--- config.mk ---
export PLATFORM = sky130hd
export DESIGN_NAME = fetch_stage
export DESIGN_NICKNAME = d
export VERILOG_FILES = /design/src/rtl/fetch_stage_pkg.sv /design/src/rtl/fetch_stage_pc_reg.sv /design/src/rtl/fetch_stage.sv
export SDC_FILE = /design/constraint.sdc
export NUM_CORES = 1
export LEC_CHECK = 0
export CORE_ASPECT_RATIO = 1.2
export CORE_UTILIZATION = 40
export CTS_CLUSTER_DIAMETER = 30
export DETAILED_ROUTE_END_ITERATION = 6
export GPL_ROUTABILITY_DRIVEN = 0
export GPL_TIMING_DRIVEN = 1
export PLACE_DENSITY = 0.79
export SYNTH_ARGS = -nofsm -noshare
export SYNTH_HDL_FRONTEND = slang
export SYNTH_SLANG_ARGS = --single-unit
--- constraint.sdc ---
create_clock -name clk -period 4.8 [get_ports clk]
set_input_delay 1.44 -clock clk [delete_from_list [all_inputs] [get_ports clk]]
set_output_delay 1.44 -clock clk [all_outputs]
set_load 0.02 [all_outputs]
--- src/rtl/fetch_stage_pkg.sv ---
// Shared constants and FSM encoding for the instruction-fetch stage.
package fetch_stage_pkg;

  localparam int unsigned XLEN = 32;
  localparam int unsigned PC_W = 8;

  localparam logic [PC_W-1:0] RESET_PC  = PC_W'(0);
  localparam logic [XLEN-1:0] NOP_WORD  = 32'h0000_0000;
  localparam logic [XLEN-1:0] HALT_WORD = 32'hFFFF_FFFF;

  typedef enum logic {
    ST_RUN    = 1'b0,
    ST_HALTED = 1'b1
  } fetch_state_e;

  function automatic logic [XLEN-1:0] pc_zext(input logic [PC_W-1:0] pc);
    return {{(XLEN-PC_W){1'b0}}, pc};
  endfunction

endpackage

--- src/rtl/fetch_stage_pc_reg.sv ---
// Program counter register: reset, load, hold and modulo-2**PC_W increment.
module fetch_stage_pc_reg
  import fetch_stage_pkg::*;
(
  input  logic            clk,
  input  logic            rst_n,
  input  logic            load_i,
  input  logic [PC_W-1:0] load_val_i,
  input  logic            inc_i,
  output logic [PC_W-1:0] pc_o
);

  logic [PC_W-1:0] pc_q;
  logic [PC_W-1:0] pc_d;

  // Load wins over increment; neither means hold.
  always_comb begin
    pc_d = pc_q;
    if (load_i) begin
      pc_d = load_val_i;
    end else if (inc_i) begin
      pc_d = pc_q + PC_W'(1);
    end
  end

  always_ff @(posedge clk) begin
    if (!rst_n) begin
      pc_q <= RESET_PC;
    end else begin
      pc_q <= pc_d;
    end
  end

  assign pc_o = pc_q;

endmodule

--- src/rtl/fetch_stage.sv ---
// Instruction-fetch stage: owns the PC, captures the fetched word into IF/ID,
// and handles stall, redirect, halt and the delivered-instruction counter.
module fetch_stage
  import fetch_stage_pkg::*;
(
  input  logic            clk,
  input  logic            rst_n,
  output logic [XLEN-1:0] pc_out,
  input  logic [XLEN-1:0] instr_in,
  input  logic            stall,
  input  logic            redirect,
  input  logic [XLEN-1:0] redirect_pc,
  output logic [XLEN-1:0] if_id_instr,
  output logic [XLEN-1:0] if_id_pc,
  output logic            if_id_valid,
  output logic            halted,
  output logic [XLEN-1:0] fetch_count
);

  fetch_state_e    state_q;
  logic [PC_W-1:0] pc_q;
  logic [XLEN-1:0] if_id_instr_q;
  logic [PC_W-1:0] if_id_pc_q;
  logic            if_id_valid_q;
  logic [XLEN-1:0] fetch_count_q;

  logic            is_halt_c;
  logic            fetch_en_c;
  logic            pc_inc_c;
  logic            unused_redirect_hi_c;

  assign is_halt_c  = (instr_in == HALT_WORD);
  assign fetch_en_c = !redirect && (state_q == ST_RUN) && !stall;
  // A fetched halt word is delivered but the PC stays on it.
  assign pc_inc_c   = fetch_en_c && !is_halt_c;

  assign unused_redirect_hi_c = ^redirect_pc[XLEN-1:PC_W];

  fetch_stage_pc_reg u_pc_reg (
    .clk        (clk),
    .rst_n      (rst_n),
    .load_i     (redirect),
    .load_val_i (redirect_pc[PC_W-1:0]),
    .inc_i      (pc_inc_c),
    .pc_o       (pc_q)
  );

  // FSM, IF/ID register and counter; priority reset > redirect > halted > stall.
  always_ff @(posedge clk) begin
    if (!rst_n) begin
      state_q       <= ST_RUN;
      if_id_instr_q <= NOP_WORD;
      if_id_pc_q    <= PC_W'(0);
      if_id_valid_q <= 1'b0;
      fetch_count_q <= XLEN'(0);
    end else if (redirect) begin
      state_q       <= ST_RUN;
      if_id_instr_q <= NOP_WORD;
      if_id_valid_q <= 1'b0;
    end else begin
      case (state_q)
        ST_HALTED: begin
          if_id_instr_q <= NOP_WORD;
          if_id_valid_q <= 1'b0;
        end
        default: begin
          if (!stall) begin
            if_id_instr_q <= instr_in;
            if_id_pc_q    <= pc_q;
            if_id_valid_q <= 1'b1;
            fetch_count_q <= fetch_count_q + XLEN'(1);
            if (is_halt_c) begin
              state_q <= ST_HALTED;
            end
          end
        end
      endcase
    end
  end

  assign pc_out      = pc_zext(pc_q);
  assign if_id_instr = if_id_instr_q;
  assign if_id_pc    = pc_zext(if_id_pc_q);
  assign if_id_valid = if_id_valid_q;
  assign halted      = (state_q == ST_HALTED);
  assign fetch_count = fetch_count_q;

endmodule

# == After elaboration in Yosys (flattened, before gate mapping) ==
# Cells that the tools add are included.
# word_totals
mem_bits_ro,0
out_inout_bits,130
latch_bits,0
ramBits,0
ff_bits,82
in_bits,68
word_cells,28
mem_count,0
# op_classes
n_eq_ne,1
shift,0
add_sub_neg,2
muxes,5
n_lt_le_gt_ge,0
n_reduce_logical,10
div,0
mul,0
bitwise,4
# op_table
op,count
$add A32 B1 Y32 const B,1
$eq A32 B32 Y1 const B,1
$mux W8,2
$add A8 B1 Y8 const B,1
$not A1 Y1,4
$logic_and A1 B1 Y1,3
$logic_not A1 Y1,3
$mux W1,3
$reduce_and A3 Y1,1
$reduce_or A3 Y1,1
$reduce_bool A2 Y1,1
$reduce_or A2 Y1,1

# == Longest topological paths before layout ==
# Gate-level depths: netlist of the first run.
# logic_depth
ltp_word,6
depth_mapped,7
ltp_nobuf,6

# == Modules after synthesis ==
# From an unflattened synthesis of the first run, not the netlist that was laid out.
# hier_totals
hier_cells,445
hier_area_um2,3922.5
# modules_own_cells
mod,cells_each,n_inst,seq_area_each_um2,area_per_inst_um2
fetch_stage,390,1,1481.4,3460.8
fetch_stage_pc_reg,55,1,160.2,461.7

# == Worst setup path before layout of the first run ==
# No wires, ideal clock.
# synth_path
path_type,in2reg
startpoint,input port stall
endpoint,"register fetch_count_q[30], in the netlist fetch_count[30]"
arrival_time_ns,2.898
n_path_buf,0
setup_ns,0.067
stages,5
required_ns,4.733
setup_slack_ns,1.835
cell_sequence,or4b_4 nor4_4 nand4_1 or2_1 a21oi_2
# synth_between
elab_chain_len,2
# synth_rtl
item,line,source
from (decl),fetch_stage.sv:10,"input logic stall,"
$not A1 Y1 (no source line),--,
$reduce_and A3 Y1 (no source line),--,
to (signal assigned),fetch_stage.sv:71,fetch_count_q <= fetch_count_q + XLEN'(1);
to (decl),fetch_stage.sv:25,logic [XLEN-1:0] fetch_count_q;
# No other way between the ends.
# A chain may end at the register's enable or synchronous reset.

# == Worst setup path after layout of the first run ==
# layout_path
startpoint,input port redirect
endpoint,"register fetch_count_q[30], in the netlist fetch_count[30]"
# layout_between
elab_chain_len,2
# layout_rtl
item,line,source
from (decl),fetch_stage.sv:11,"input logic redirect,"
$not A1 Y1 (no source line),--,
$reduce_and A3 Y1 (no source line),--,
# No other way between the ends.

==> results.json, run 1 <==
{
  "dp_slack_ns": 0.8963,
  "ant_nets": 0,
  "synth_enable_flop_cells": 0,
  "final_nets": 614,
  "multi_input_area_mm2": 0.001849,
  "finalHoldViolations": 0,
  "worstSetupEndpointType": "register",
  "fp.dieArea_mm2": 0.009857,
  "die_h_um": 108.6,
  "cp-start-kind": "primary input",
  "rsz0062_at_grt": "false",
  "clockBufferDepth": 2,
  "timing.final.crit_share": 0.7418,
  "routed-via-count": 3221,
  "worst-setup-path-type": "in2reg",
  "critPathArrivalTime_ns": 3.85,
  "register_area_mm2": 0.001642,
  "status": "finished clean",
  "grt_first_pass_wirelength_um": 14340,
  "antenna_found_initial": 0,
  "synth-seq-cells": 82,
  "hold_ws_ns": 0.4564,
  "ios": 198,
  "overflow": 0,
  "cts.sinks": 82,
  "syn-cell-area_mm2": 0.003785,
  "nFillCells": 833,
  "synthArstFlopShare": 0,
  "ys_types": 40,
  "cts_setup_buffers": 0,
  "cts_buffers": 9,
  "worst_slew_pin_slew_ns": 1.089,
  "antenna_cells": 0,
  "die_w_um": 90.80,
  "required_ns": 5.09,
  "synth.avg_cell_area_um2": 8.927,
  "coreArea_mm2": 0.009129,
  "vias_per_cell": 4.822,
  "dr.first_iter.drc_count": 78,
  "clock_latency_ns": 0.35,
  "maxCapViolCount": 0,
  "synth_area_leaders": "dfxtp_1 43%, buf_4 9.5%, mux2i_1 8.7%, nor2_1 6.7%, xor2_1 4.9%",
  "grt_start_max_net_pins": 40,
  "critPathMaxFanout": 13,
  "syn_inst": 424,
  "yosys.area.top_type_share": 0.4337,
  "place_hpwl_um": 6501,
  "min_period_ns": 3.561,
  "ir_drop_mv": 0.1886,
  "max_freq_mhz": 280.9,
  "drc": 0,
  "yosysTopAreaCell": "dfxtp_1",
  "synth_warnings": 0,
  "fin_util": 0.5689,
  "wl_per_cell_um": 12.83,
  "tns_ns": 0,
  "first_pass_iters": 5,
  "h-tree-depth": 3,
  "ys_seq_area_frac": 0.4337,
  "initial_utilization": 0.4146,
  "grt_pass1_vias": 3016,
  "setup_viol": 0,
  "synthFlopType": "dfxtp_1",
  "cts.clk_slew.worst_paths_ns": 0.09,
  "slew_headroom": 0.2740,
  "layout-drive-gt1-share": 0.04927,
  "fp-row-count": 38,
  "fin_ws_ns": 1.239,
  "hp-class": "reg2reg",
  "area_growth_pct": 37.22,
  "p_per_area_mw_per_mm2": 293.5,
  "clockRootBuffer": "clkbuf_8",
  "port_buffers": 125,
  "p_leak_nw": 2.045,
  "cts_hold_buf": 0,
  "grt_usage": 0.1799,
  "cts_tree": "yes",
  "p_total_w": 0.001524,
  "wirelength_um": 8569,
  "fin_worst_skew_ns": 0.01266,
  "slew_viol_final": 0,
  "cts_resized": 0
}
[sequential cells by signal, indices dropped and copies added, names as in the netlist]
signal / cells
if_id_pc_q: 8
if_id_valid: 1
if_id_instr: 32
u_pc_reg.pc_o: 8
fetch_count: 32
halted: 1
[synthesized netlist by cell type, types with 5 or more instances]
library cell and number:
a211oi_1 5, nand4_1 26, nor2_1 68, o21ai_0 10, xnor2_1 8, dfxtp_1 82, nand2_1 27, nand3_1 13
a21oi_1 14, and3_1 6, mux2i_1 33, clkbuf_1 13, inv_1 9, xor2_1 21, buf_4 48
[area by class of cell]
class	instances	area share
clock buffer	11	0.02915
clock inverter	4	0.01903
inverter	9	0.006504
multi-input combinational	314	0.3561
sequential	82	0.3161
tap	120	0.02891
timing repair buffer	128	0.2443
[cell usage in the layout (no fill, tap or decap), drive strengths merged]
cell           instances
nor2                  69
ha                     2
nor4b                  2
and2                   1
and4                   4
o21ai                 10
or4b                   1
inv                    9
clkbuf                11
nor4bb                 1
conb                  48
a31oi                  2
bufinv                 3
xor2                  21
nor3                   6
nand4                 26
a31o                   1
o211a                  1
nand3                 13
and3                   6
clkinv                 1
clkdlybuf4s50        124
buf                    4
mux2i                 33
a211oi                 5
a311oi                 1
nand2                 27
or3                    4
nand2b                 2
dfxtp                 82
xnor2                  8
nor2b                  1
a21oi                 15
nor4                   3
or2                    1
[metal layers]
metal,share of wire,global-route usage,wire [µm]
met5,0,0,0
met4,0.017,0.08163,149
met3,0.092,0.05767,785
met2,0.49,0.3144,4214
met1,0.40,0.2001,3419
[through the flow]
stage,cells,area [µm²]
after global routing,668,5194
after floorplan,471,3961
final,668,5194
after CTS,668,5194
after detailed placement,653,4943
after global placement,653,4943
[kinds of logic (layout without fill, tap and decap cells)]
logic type	Yosys count	in the layout	share of synthesized area
compound gates	35	35	0.05455
xor+xnor	29	29	0.06711
fa+ha+maj	2	2	0.006611
buf+inv	75	152	0.1243
flops	82	82	0.4337
mux	33	33	0.08727
other cells	1	48	0.0009908
simple gates	167	167	0.2255
[power by group]
group | internal (W) | switching (W)
clock network | 0.000372 | 0.000243
registers | 0.000697 | 0.0000141
logic | 0.0000850 | 0.000112
total | 0.00115 | 0.000370
[critical path, cell delays in order]
cell	delay [ns]
clkdlybuf4s50_1	0.66
or4b_4	0.66
nor4_4	0.52
nand4_1	0.18
or2_1	0.26
a21oi_2	0.13
[final timing paths]
path                                                  start                      endpoint  slack [ns]  cells past startpoint
worst max-delay path                               redirect  fetch_count[30]$_SDFFE_PN0P_        1.24                      6
worst min-delay path               if_id_valid$_SDFFE_PP0N_      if_id_valid$_SDFFE_PP0N_        0.46                      2
worst max register to register  fetch_count[0]$_SDFFE_PN0P_  fetch_count[30]$_SDFFE_PN0P_        2.56                      6
worst min register to register     if_id_valid$_SDFFE_PP0N_      if_id_valid$_SDFFE_PP0N_        0.46                      2
No activity file was read; power rests on OpenSTA's default activity.
==> run 2: changes to the inputs <==
--- a/config.mk
+++ b/config.mk
@@ -6,12 +6,12 @@
 export NUM_CORES = 1
 export LEC_CHECK = 0
 export CORE_ASPECT_RATIO = 1.2
-export CORE_UTILIZATION = 40
+export CORE_UTILIZATION = 36
 export CTS_CLUSTER_DIAMETER = 30
 export DETAILED_ROUTE_END_ITERATION = 6
 export GPL_ROUTABILITY_DRIVEN = 0
 export GPL_TIMING_DRIVEN = 1
-export PLACE_DENSITY = 0.79
+export PLACE_DENSITY = 0.75
 export SYNTH_ARGS = -nofsm -noshare
 export SYNTH_HDL_FRONTEND = slang
 export SYNTH_SLANG_ARGS = --single-unit
==> constraint.sdc (replaced) <==
create_clock -name clk -period 3.1 [get_ports clk]
set_input_delay 0.93 -clock clk [delete_from_list [all_inputs] [get_ports clk]]
set_output_delay 0.93 -clock clk [all_outputs]
set_load 0.02 [all_outputs]
==> run 2 against run 1 <==
Against the previous run:
- wire length grew 5.8%
- hold slack lost 0.0023 ns
- largest power group is now the clock network
- sequential cell count is the same
==> results.json, run 2 (synthesized netlist as in run 1, its figures left out) <==
{
  "status": "finished clean",
  "setup_viol": 0,
  "wl_per_cell_um": 13.33,
  "grt_pass1_vias": 3111,
  "hold_ws_ns": 0.4541,
  "coreArea_mm2": 0.01011,
  "drc": 0,
  "cts_tree": "yes",
  "maxCapViolCount": 0,
  "cts_hold_buf": 0,
  "final_nets": 619,
  "critPathMaxFanout": 10,
  "ant_nets": 0,
  "fp-row-count": 40,
  "worst_slew_pin_slew_ns": 0.8884,
  "area_growth_pct": 40.76,
  "cp-start-kind": "primary input",
  "ir_drop_mv": 0.3250,
  "crit_top_cell": "a31oi_1",
  "finalHoldViolations": 0,
  "hp-class": "reg2reg",
  "cp_slowest_cell": "clkdlybuf4s50_1",
  "fin_worst_skew_ns": 0.005865,
  "min_period_ns": 2.638,
  "grt_usage": 0.1749,
  "cp_cell_sequence": "clkdlybuf4s50_1 -> nand4_1 -> nor4_1 -> a31oi_1 -> a31o_2 -> a31oi_1",
  "slew_headroom": 0.4050,
  "die_h_um": 114.3,
  "dr.first_iter.drc_count": 96,
  "first_pass_iters": 4,
  "port_buffers": 125,
  "wirelength_um": 9062,
  "worst-setup-path-type": "in2reg",
  "reg2reg_depth": 7,
  "layout-drive-gt1-share": 0.05957,
  "clockRootBuffer": "clkbuf_16",
  "place_hpwl_um": 6873,
  "h-tree-depth": 3,
  "clockBufferDepth": 2,
  "layout_commonest_cell": "clkdlybuf4s50_1",
  "cts_buffers": 9,
  "worstSetupEndpointType": "register",
  "cts_setup_buffers": 0,
  "min_delay_path_depth": 2,
  "grt_first_pass_wirelength_um": 14760,
  "cts.clk_slew.worst_paths_ns": 0.06,
  "required_ns": 3.36,
  "rsz0062_at_grt": "false",
  "p_leak_nw": 2.109,
  "p_per_area_mw_per_mm2": 488.0,
  "vias_per_cell": 4.860,
  "routed-via-count": 3305,
  "fin_area_mm2": 0.005328,
  "cts_resized": 0,
  "tns_ns": 0,
  "critPathArrivalTime_ns": 2.90,
  "nFillCells": 936,
  "ios": 198,
  "timing.final.crit_share": 0.8509,
  "die_w_um": 95.60,
  "fin_cells": 680,
  "max_freq_mhz": 379.1,
  "slew_viol_final": 0,
  "final_cell_mix": "124 x clkdlybuf4s50_1, 82 x dfxtp_1, 68 x nor2_1, 48 x conb_1, 33 x mux2i_1",
  "overflow": 0,
  "cts.sinks": 82,
  "antenna_found_initial": 0,
  "clock_latency_ns": 0.33,
  "grt_start_max_net_pins": 40,
  "dpl.cell_count": 664,
  "place_area_mm2": 0.004989,
  "fp.dieArea_mm2": 0.01093,
  "slowest_delay_ns": 0.54,
  "antenna_cells": 0,
  "initial_utilization": 0.3744
}
run 2: cell types whose count changed in the layout (fill, tap and decap cells not counted):
cell,previous run,this run
bufinv_16,3,2
clkinv_2,0,1
clkbuf_16,0,9
buf_4,3,8
clkbuf_8,11,3
clkinvlp_4,0,1
clkinv_4,1,0
run 2: worst max-delay path, delay by kind of cell:
family	cells	cell delay, ns
AO/OA/AOI/OAI	3	0.90
buffers and inverters	1	0.54
AND/OR/NAND/NOR	2	0.52
run 2: final cells by class:
| type | count | area (µm²) | share of cell area |
|---|---|---|---|
| tap | 126 | 157.7 | 0.02959 |
| clock buffer | 12 | 266.5 | 0.05002 |
| sequential | 82 | 1642 | 0.3081 |
| clock inverter | 4 | 72.57 | 0.01362 |
| timing repair buffer | 133 | 1306 | 0.2452 |
| inverter | 9 | 33.78 | 0.006341 |
| multi-input combinational | 314 | 1849 | 0.3471 |
run 2: where the power goes:
part	total (W)	internal [W]	switching, W
Sequential	0.00110	0.00108	0.0000218
Combinational	0.000309	0.000134	0.000175
Clock	0.00119	0.000770	0.000418
run 2: routing by layer:
| metal | vias to the layer above | routed length (µm) | track usage |
|---|---|---|---|
| li1 | 1603 | - | - |
| met5 | - | 0 | 0 |
| met4 | 0 | 133 | 0.06965 |
| met2 | 141 | 4573 | 0.2938 |
| met1 | 1550 | 3491 | 0.1918 |
| met3 | 11 | 864 | 0.07570 |
run 2: final timing paths:
| path | startpoint | endpoint | slack (ns) |
|---|---|---|---|
| setup / recovery | instr_in[7] | u_pc_reg.pc_o[5]$_SDFFE_PN0P_ | 0.46 |
| hold / removal | if_id_pc_q[4]$_SDFFE_PN0P_ | if_id_pc_q[4]$_SDFFE_PN0P_ | 0.45 |
| setup reg to reg | fetch_count[0]$_SDFFE_PN0P_ | fetch_count[26]$_SDFFE_PN0P_ | 1.03 |
| hold reg to reg | if_id_pc_q[4]$_SDFFE_PN0P_ | if_id_pc_q[4]$_SDFFE_PN0P_ | 0.45 |
run 2: metrics by stage:
step	power (W)	setup slack, ns	utilization
2_1_floorplan	0.001344	0.6448	-
3_3_place_gp	0.001430	0.1789	0.4934
3_5_place_dp	0.001436	0.1494	0.4934
4_1_cts	0.002634	0.5020	0.5270
5_1_grt	0.002703	0.3237	0.5270
6_report	0.002600	0.4621	0.5270
==> run 3: changes to the inputs <==
--- a/config.mk
+++ b/config.mk
@@ -5,9 +5,10 @@
 export SDC_FILE = /design/constraint.sdc
 export NUM_CORES = 1
 export LEC_CHECK = 0
+export ABC_CLOCK_PERIOD_IN_PS = 3100
 export CORE_ASPECT_RATIO = 1.2
 export CORE_UTILIZATION = 36
-export CTS_CLUSTER_DIAMETER = 30
+export CTS_CLUSTER_DIAMETER = 50
 export DETAILED_ROUTE_END_ITERATION = 6
 export GPL_ROUTABILITY_DRIVEN = 0
 export GPL_TIMING_DRIVEN = 1
==> results of run 3 <==
No change in the layout: final DEF, timing and power equal those of run 2.
